==> config.mk <==
export PLATFORM = sky130hd
export DESIGN_NAME = card_sprite_loader
export DESIGN_NICKNAME = d
export VERILOG_FILES = /design/src/rtl/card_sprite_loader.sv
export SDC_FILE = /design/constraint.sdc
export NUM_CORES = 1
export LEC_CHECK = 0
export BUFFER_PORTS_ARGS = -buffer_cell sky130_fd_sc_hd__buf_2
export CORE_UTILIZATION = 36
export CTS_CLUSTER_DIAMETER = 50
export DETAILED_ROUTE_END_ITERATION = 8
export PLACE_DENSITY = 0.52
export SLEW_MARGIN = 20
export SYNTH_ARGS = -nofsm -noshare
export SYNTH_HDL_FRONTEND = slang
export SYNTH_SLANG_ARGS = --single-unit
==> constraint.sdc <==
create_clock -name clk -period 5.8 [get_ports clk]
set_input_delay 0.58 -clock clk [delete_from_list [all_inputs] [get_ports clk]]
set_output_delay 0.58 -clock clk [all_outputs]
set_load 0.01 [all_outputs]
==> src/rtl/card_sprite_loader.sv <==
// Sprite frame loader: turns a UART byte stream into sprite RAM writes.
// A frame is a SYNC_BYTE followed by 2**ADDR_WIDTH pixels, each sent as
// two bytes: 0x0R then 0xGB. The result is a 12-bit {R,G,B} RAM write.
// Protocol violations and idle gaps inside a frame abort the frame and
// raise a sticky err. The next accepted SYNC_BYTE clears err.
module card_sprite_loader #(
  parameter int          DATA_WIDTH     = 12,
  parameter int          ADDR_WIDTH     = 11,
  parameter logic [7:0]  SYNC_BYTE      = 8'hA5,
  parameter int          TIMEOUT_CYCLES = 1_000_000
) (
  input  logic                  clk,
  input  logic                  reset_n,
  input  logic [7:0]            rx_data,
  input  logic                  rx_valid,
  output logic                  we,
  output logic [ADDR_WIDTH-1:0] addr_w,
  output logic [DATA_WIDTH-1:0] din,
  output logic                  busy,
  output logic                  done,
  output logic                  err
);

  localparam int TW = $clog2(TIMEOUT_CYCLES + 1);
  // The counter value at which the next idle clock is the TIMEOUT_CYCLES-th one.
  localparam logic [TW-1:0]         TMO_LAST = TW'(TIMEOUT_CYCLES - 1);
  localparam logic [ADDR_WIDTH-1:0] LAST_IDX = '1;

  typedef enum logic [1:0] {
    IDLE = 2'd0,
    HI   = 2'd1,
    LO   = 2'd2
  } state_t;

  state_t                state;
  logic [ADDR_WIDTH-1:0] idx;
  logic [3:0]            red;
  logic [TW-1:0]         tcnt;
  // Set on the final pixel write; done fires from it on the next clock.
  logic                  fin_pend;

  // Assemble one RAM word from the latched red nibble and the green/blue byte.
  function automatic logic [DATA_WIDTH-1:0] pack_pixel(input logic [3:0] r,
                                                       input logic [7:0] gb);
    pack_pixel = DATA_WIDTH'({r, gb});
  endfunction

  // Frame parser FSM with its timeout counter and all registered outputs.
  always_ff @(posedge clk or negedge reset_n) begin
    if (!reset_n) begin
      state    <= IDLE;
      idx      <= '0;
      red      <= '0;
      tcnt     <= '0;
      fin_pend <= 1'b0;
      we       <= 1'b0;
      addr_w   <= '0;
      din      <= '0;
      busy     <= 1'b0;
      done     <= 1'b0;
      err      <= 1'b0;
    end else begin
      we       <= 1'b0;
      done     <= 1'b0;
      fin_pend <= 1'b0;

      // Completion handshake one clock after the last write. A sync byte
      // arriving on this same clock re-raises busy in the IDLE branch below.
      if (fin_pend) begin
        done <= 1'b1;
        busy <= 1'b0;
      end

      case (state)
        IDLE: begin
          tcnt <= '0;
          if (rx_valid && (rx_data == SYNC_BYTE)) begin
            state <= HI;
            idx   <= '0;
            busy  <= 1'b1;
            err   <= 1'b0;
          end
        end

        HI: begin
          if (rx_valid) begin
            tcnt <= '0;
            if (rx_data[7:4] == 4'h0) begin
              red   <= rx_data[3:0];
              state <= LO;
            end else begin
              // Upper nibble must be zero; this includes a stray sync byte.
              err   <= 1'b1;
              busy  <= 1'b0;
              state <= IDLE;
            end
          end else if (tcnt == TMO_LAST) begin
            err   <= 1'b1;
            busy  <= 1'b0;
            tcnt  <= '0;
            state <= IDLE;
          end else begin
            tcnt <= tcnt + 1'b1;
          end
        end

        LO: begin
          if (rx_valid) begin
            tcnt   <= '0;
            we     <= 1'b1;
            addr_w <= idx;
            din    <= pack_pixel(red, rx_data);
            if (idx == LAST_IDX) begin
              // Frame complete. The index is left at the last value and
              // never wraps into a second frame.
              fin_pend <= 1'b1;
              state    <= IDLE;
            end else begin
              idx   <= idx + 1'b1;
              state <= HI;
            end
          end else if (tcnt == TMO_LAST) begin
            err   <= 1'b1;
            busy  <= 1'b0;
            tcnt  <= '0;
            state <= IDLE;
          end else begin
            tcnt <= tcnt + 1'b1;
          end
        end

        default: begin
          state <= IDLE;
          busy  <= 1'b0;
          tcnt  <= '0;
        end
      endcase
    end
  end

endmodule
==> impl_metrics.yaml, run 1 <==
clocking:
  cts_resized: 0
  clk_latency_ns: 0.34
  cts-root-buf: "clkbuf_8"
  clock_path_buffers: 2
  cts_tree: "done"
  clock-sinks: 65
  ctsHoldBuffers: 0
  numCtsBuffers: 9
  htreeDepth: 3
  cts.reportedPaths.clkPinSlew_ns: 0.07
  post_cts_buffers: 0
grt:
  track_usage_pct: 16.4
  grt_start_max_net_pins: 66
  antenna_found_initial: 0
  grt_pass1_vias: 2253
  grt_pass1_wl_um: 11200
  grt.overflow.total: 0
sta:
  worst_pin_slew_ns: 0.993
  period_needed_ns: 3.06
  slew_headroom_pct: 33.6
  max_freq_mhz: 326
  finalWorstSetupSlack_ns: 2.74
  period_share_pct: 52.8
  finalSetupTns_ns: 0
  clock_skew_ns: 0.00825
  setup-violations-final: 0
  hold_viol_final: 0
  rsz0062_at_grt: "no"
  drv_slew: 0
synthesis:
  synth.distinct_cells: 45
  synth_nets: 303
  synthCells: 286
  syn-cell-area_mm2: 0.00315
  ys_seq_elements: 65
  seq_area_frac_synth_pct: 51.6
  synth_warnings: 0
  synth_edf_count: 0
  async_reset_ff_share_pct: 100
  syn_avg_cell_area_um2: 11.0
  synthFlopType: "dfrtp_1"
placed_design:
  routabilityCongestion: 0.720
  hpwl_um: 4300
  place_ws_ns: 2.66
  io_buffers: 37
route:
  via_count: 2302
  avgRoutedWirePerCell_um: 14.8
  viasPerCell: 5.28
  drt_iter0_markers: 79
  drtAntennaViolNets: 0
  dr.pass1.iters: 4
  routed_wl_um: 6470
  drc: 0
cells_and_area:
  area_growth_pct: 14.9
  final_nets: 343
  drive_above_1_share_pct: 26.3
  final_common_cell: "dfrtp_1"
  antenna_cells: 0
  final_cell_mix: "65 x dfrtp_1, 37 x buf_2, 27 x mux2_2"
die:
  start_util_pct: 37.8
  die_height_um: 95.5
  die_w_um: 95.5
  rows: 33
  core_area_mm2: 0.00834
  fp.dieArea_mm2: 0.00913
  ios: 38
flow_run:
  maxCapViolations: 0
setup_path:
  cp-start-kind: "flop"
  required_ns: 6.01
  reg2reg_slack_ns: 2.74
  endpoint_kind: "flop"
  r2r_end: "idx[4]$_DFFE_PN0P_"
  rr_worst_depth: 7
  crit_start: "state[0]$_DFFE_PN0P_"
  path_max_fanout: 23
  r2r-start: "state[0]$_DFFE_PN0P_"
  crit_type: "reg2reg"
  critPathArrivalTime_ns: 3.27
status:
  status: "complete, no violations"
pwr:
  p_leak_nw: 1.67
  ir_worst_vdd_uv: 193
  power_per_cell_area_mw_per_mm2: 351
min_path:
  min_path_type: "in2async"
==> through the flow <==
step	area [um^2]	hold WS, ns	util (%)	power (mW)	std cells
finish	3620	0.408	43.4	1.27	436
global route	3620	0.433	43.4	1.37	436
CTS	3620	0.434	43.4	1.29	436
detailed placement	3450	0.418	41.3	0.942	420
global placement	3440	0.419	41.2	0.940	420
floorplan	3150	0.284	-	0.819	286
==> sequential cells by signal, indices dropped and copies added, names as in the netlist <==
register / flops
err: 1
din: 12
tcnt: 20
state: 2
addr_w: 11
done: 1
idx: 11
we: 1
red: 4
fin_pend: 1
busy: 1
==> cell usage after synthesis, types with 2 or more instances <==
cell type	instances	share of area (%)
dfrtp_1	65	52
mux2_2	27	9.7
nor2_1	24	2.9
nand2_1	19	2.3
nand3_1	12	1.9
inv_1	11	1.3
nor4_1	10	2.0
mux2i_1	9	2.9
nand2b_1	9	1.8
a21oi_1	7	1.1
xnor2_1	7	1.9
ha_1	6	2.4
or4_1	6	1.4
and3_1	5	0.99
nand4_1	5	0.99
o21ai_0	5	0.79
xor2_1	5	1.4
clkbuf_1	4	0.48
nor4b_1	4	1.1
o211ai_1	4	0.95
or3_1	4	0.79
buf_2	3	0.48
nand3b_1	3	0.72
o31ai_1	3	0.72
a31oi_1	2	0.40
and4_1	2	0.56
and4b_1	2	0.64
buf_1	2	0.24
nor2b_1	2	0.40
nor3_1	2	0.32
o32ai_1	2	0.56
or4_4	2	0.72
==> layout make-up <==
cell class	count	area (um^2)
clock buffers	13	159
clock inverters	3	15.0
fillers	835	4720
inverters	12	45.0
multi-input cells	200	1450
flip-flops and latches	65	1630
well taps	105	131
repair buffers	38	193
==> worst max path at each step <==
stage / slack (ns) / endpoint / depth (start not counted)
5_1_grt: 2.36 / idx[7]$_DFFE_PN0P_ / 7
2_1_floorplan: 3.86 / idx[3]$_DFFE_PN0P_ / 6
3_3_place_gp: 2.69 / idx[4]$_DFFE_PN0P_ / 6
3_5_place_dp: 2.66 / idx[9]$_DFFE_PN0P_ / 6
4_1_cts: 2.66 / idx[4]$_DFFE_PN0P_ / 7
6_report: 2.74 / idx[4]$_DFFE_PN0P_ / 7
==> power by group <==
part | leakage, nW | switching [mW] | internal, mW | total (mW)
registers | 0.884 | 0.0471 | 0.525 | 0.572
logic | 0.696 | 0.209 | 0.147 | 0.356
clock network | 0.0932 | 0.166 | 0.177 | 0.343
total | 1.67 | 0.423 | 0.849 | 1.27
==> kinds of logic (layout without fill, tap and decap cells) <==
family          after synthesis  after routing  synth area share, %
buf+inv                      21             66                 2.62
mux                          36             36                 12.5
flops                        65             65                 51.6
fa+ha+maj                     6              6                 2.38
xor+xnor                     12             12                 3.34
simple gates                115            115                 20.9
compound gates               31             31                 6.63
==> critical path, stage by stage, from the launching register on <==
cell and delay (ns):
dfrtp_1 0.42, inv_1 0.09, ha_1 0.25, nand2_1 0.75
clkinv_1 0.43, nor2_1 0.66, nor4_1 0.18, mux2i_1 0.16
==> metal layers <==
metal	GRT usage [%]	share of wire, %
met1	22.9	51
met2	23.6	44
met3	4.15	3.0
met4	7.84	2.0
met5	0	0
Power figures use the tool's default switching activity.
==> run 2: changes to the inputs <==
--- a/config.mk
+++ b/config.mk
@@ -5,6 +5,7 @@
 export SDC_FILE = /design/constraint.sdc
 export NUM_CORES = 1
 export LEC_CHECK = 0
+export ABC_AREA = 1
 export BUFFER_PORTS_ARGS = -buffer_cell sky130_fd_sc_hd__buf_2
 export CORE_UTILIZATION = 36
 export CTS_CLUSTER_DIAMETER = 50
==> constraint.sdc (replaced) <==
create_clock -name clk -period 3.15 [get_ports clk]
set_input_delay 0.315 -clock clk [delete_from_list [all_inputs] [get_ports clk]]
set_output_delay 0.315 -clock clk [all_outputs]
set_load 0.01 [all_outputs]
==> run 2 against run 1 <==
Effect of this change: power up 100%; non-clock buffer count up 2; via count up 16%; global-route usage down 0.18 points; clock power up 110%; synthesized cell count up 41%; final cell count up 28%; sequential power up 87%; critical path type unchanged; critical endpoint is now idx[6]$_DFFE_PN0P_.
==> impl_metrics.yaml, run 2 <==
status:
  status: "complete, no violations"
pwr:
  p_leak_nw: 1.91
  p_comb_share_pct: 29.1
  power_per_cell_area_mw_per_mm2: 679
  p_seq_share_pct: 42.0
  ir_worst_vdd_uv: 201
  pwr-share-clk_pct: 28.9
  switching_share_pct: 36.6
  internal_power_mw: 1.62
  p_switching_uw: 935
  p_total_mw: 2.55
clocking:
  clk_latency_ns: 0.34
  clock-sinks: 65
  cts_resized: 0
  post_cts_buffers: 0
  cts_tree: "done"
  htreeDepth: 3
  clock_path_buffers: 2
  numCtsBuffers: 9
  cts-root-buf: "clkbuf_8"
  ctsHoldBuffers: 0
  cts.reportedPaths.clkPinSlew_ns: 0.08
route:
  drtAntennaViolNets: 0
  drt_iter0_markers: 115
  wl_met2_um: 3050
  avgRoutedWirePerCell_um: 12.7
  viasPerCell: 4.77
  drt-met1-wl_um: 3620
  via_count: 2659
  routed_wl_um: 7070
  drc: 0
  dr.pass1.iters: 4
  top_layer: "met4"
  wl_met3_um: 241
cells_and_area:
  final_cell_mix: "120 x nand2_1, 65 x dfrtp_1, 53 x nor2_1"
  layout.cells.non_filler: 557
  largest_reg_flops: 20
  final_nets: 461
  area_growth_pct: 14.8
  biggestRegsByFlops: "tcnt: 20 flops, din: 12 flops"
  drive_above_1_share_pct: 19.4
  largest-register: "tcnt"
  antenna_cells: 0
  fillCellCount: 899
  final_common_cell: "nand2_1"
synthesis:
  synth_compound_area_share_pct: 6.10
  muxShareOfSynthArea_pct: 0
  syn_avg_cell_area_um2: 8.14
  synth_warnings: 0
  synth_xor_area_share_pct: 3.20
  synth_area_leader_cell: "dfrtp_1"
  synthFlopType: "dfrtp_1"
  syn-cell-area_mm2: 0.00328
  yosys.area_share.simple_pct: 32.1
  synth_top_family_by_area: "simple AND/OR/NAND/NOR gates"
  synth.distinct_cells: 35
  synth_area_leaders: "dfrtp_1 50%, nand2_1 14%, nor2_1 6.1%"
  seq_area_frac_synth_pct: 49.6
  ys_seq_elements: 65
  synth_nets: 420
  synthCells: 403
  synth_top_area_share_pct: 49.6
  synthTopCellsByCount: "120 x nand2_1, 65 x dfrtp_1, 53 x nor2_1"
  synth_fa_ha_area_share_pct: 2.29
  synth_edf_count: 0
  synth_most_common_cell: "nand2_1"
  async_reset_ff_share_pct: 100
grt:
  grt_pass1_vias: 2511
  track_usage_pct: 16.2
  grt_start_max_net_pins: 33
  grt_pass1_wl_um: 12300
  antenna_found_initial: 0
  grt.overflow.total: 0
placed_design:
  dp.cells: 541
  hpwl_um: 5090
  io_buffers: 37
  routabilityCongestion: 0.761
die:
  start_util_pct: 37.4
  die_w_um: 97.5
  ios: 38
  die_height_um: 97.5
  core_area_mm2: 0.00876
  fp.dieArea_mm2: 0.00950
  rows: 34
sta:
  period_share_pct: 65.6
  rsz0062_at_grt: "no"
  slew_headroom_pct: 50.8
  finalSetupTns_ns: 0
  period_needed_ns: 2.07
  setup-violations-final: 0
  max_freq_mhz: 484
  hold_viol_final: 0
  worst_pin_slew_ns: 0.738
  drv_slew: 0
  clock_skew_ns: 0.0118
setup_path:
  r2r-start: "state[0]$_DFFE_PN0P_"
  cpPeakStageDelay_ns: 0.40
  critPathArrivalTime_ns: 2.31
  path_max_fanout: 14
  crit_family: "buffers and inverters"
  r2r_end: "idx[6]$_DFFE_PN0P_"
  crit_buf_inv: 4
  slowest_stage: "dfrtp_1"
  reg2reg_slack_ns: 1.08
  endpoint_kind: "flop"
  path_cells: "inv_1 > ha_1 > inv_1 > nor2_1 > inv_1 > nand2_4 > nor2_8 > inv_2 > nand2_1 > nand2_1"
  crit_type: "reg2reg"
  required_ns: 3.39
  crit_start: "state[0]$_DFFE_PN0P_"
  path_common_cell: "inv_1"
  cp-start-kind: "flop"
  rr_worst_depth: 10
min_path:
  min_path_type: "in2async"
flow_run:
  maxCapViolations: 0
[run 2: cell count changes after synthesis, moves of 6 or more]
cell | before | now
nor2_1 | 24 | 53
inv_1 | 11 | 38
nand2b_1 | 9 | 0
nand2_1 | 19 | 120
nor4_1 | 10 | 1
or4_1 | 6 | 0
nor3_1 | 2 | 10
mux2_2 | 27 | 0
mux2i_1 | 9 | 0
o21ai_0 | 5 | 18
nand2_2 | 0 | 11
[run 2: logic make-up after synthesis]
group,count (synthesis)
AO/OA/AOI/OAI,35
buffers and inverters,51
XOR/XNOR,12
flip-flops,65
adder cells (fa/ha/maj),6
AND/OR/NAND/NOR,234
[run 2: cell type report]
| type | instances | area (um^2) | area share (%) |
|---|---|---|---|
| well taps | 108 | 135 | 3.59 |
| repair buffers | 40 | 208 | 5.52 |
| clock inverters | 6 | 66.3 | 1.76 |
| inverters | 41 | 159 | 4.22 |
| clock buffers | 10 | 138 | 3.66 |
| flip-flops and latches | 65 | 1630 | 43.2 |
| multi-input cells | 287 | 1430 | 38.1 |
[run 2: how the worst max path moves through the flow]
| stage | end | cells after the start |
|---|---|---|
| 6_report | idx[6]$_DFFE_PN0P_ | 10 |
| 3_5_place_dp | idx[0]$_DFFE_PN0P_ | 10 |
| 5_1_grt | addr_w[1]$_DFFE_PN0P_ | 6 |
| 3_3_place_gp | idx[7]$_DFFE_PN0P_ | 10 |
| 2_1_floorplan | idx[4]$_DFFE_PN0P_ | 10 |
| 4_1_cts | idx[0]$_DFFE_PN0P_ | 10 |
[run 2: routing by layer]
layer  GRT usage, %  vias to the layer above
li1               -                     1350
met1           23.7                     1250
met2           23.3                       48
met3           2.81                       11
met4           7.69                        0
met5              0                        -
[run 2: stage by stage]
stage | util (%) | hold WS (ns) | worst slack (ns) | area [um^2]
2_1_floorplan | - | 0.0194 | 1.65 | 3280
3_3_place_gp | 40.6 | 0.364 | 1.12 | 3560
3_5_place_dp | 40.6 | 0.359 | 1.06 | 3560
4_1_cts | 43.0 | 0.0523 | 1.05 | 3760
5_1_grt | 43.0 | 0.0995 | 0.779 | 3760
6_report | 43.0 | 0.0294 | 1.08 | 3760
[run 2: power by group through the flow]
stage,registers (mW),clock network [mW],logic [mW]
global route,1.10,0.789,0.849
detailed placement,1.09,0,0.756
CTS,1.07,0.755,0.761
finish,1.07,0.737,0.744
floorplan,1.13,0,0.511
global placement,1.09,0,0.751
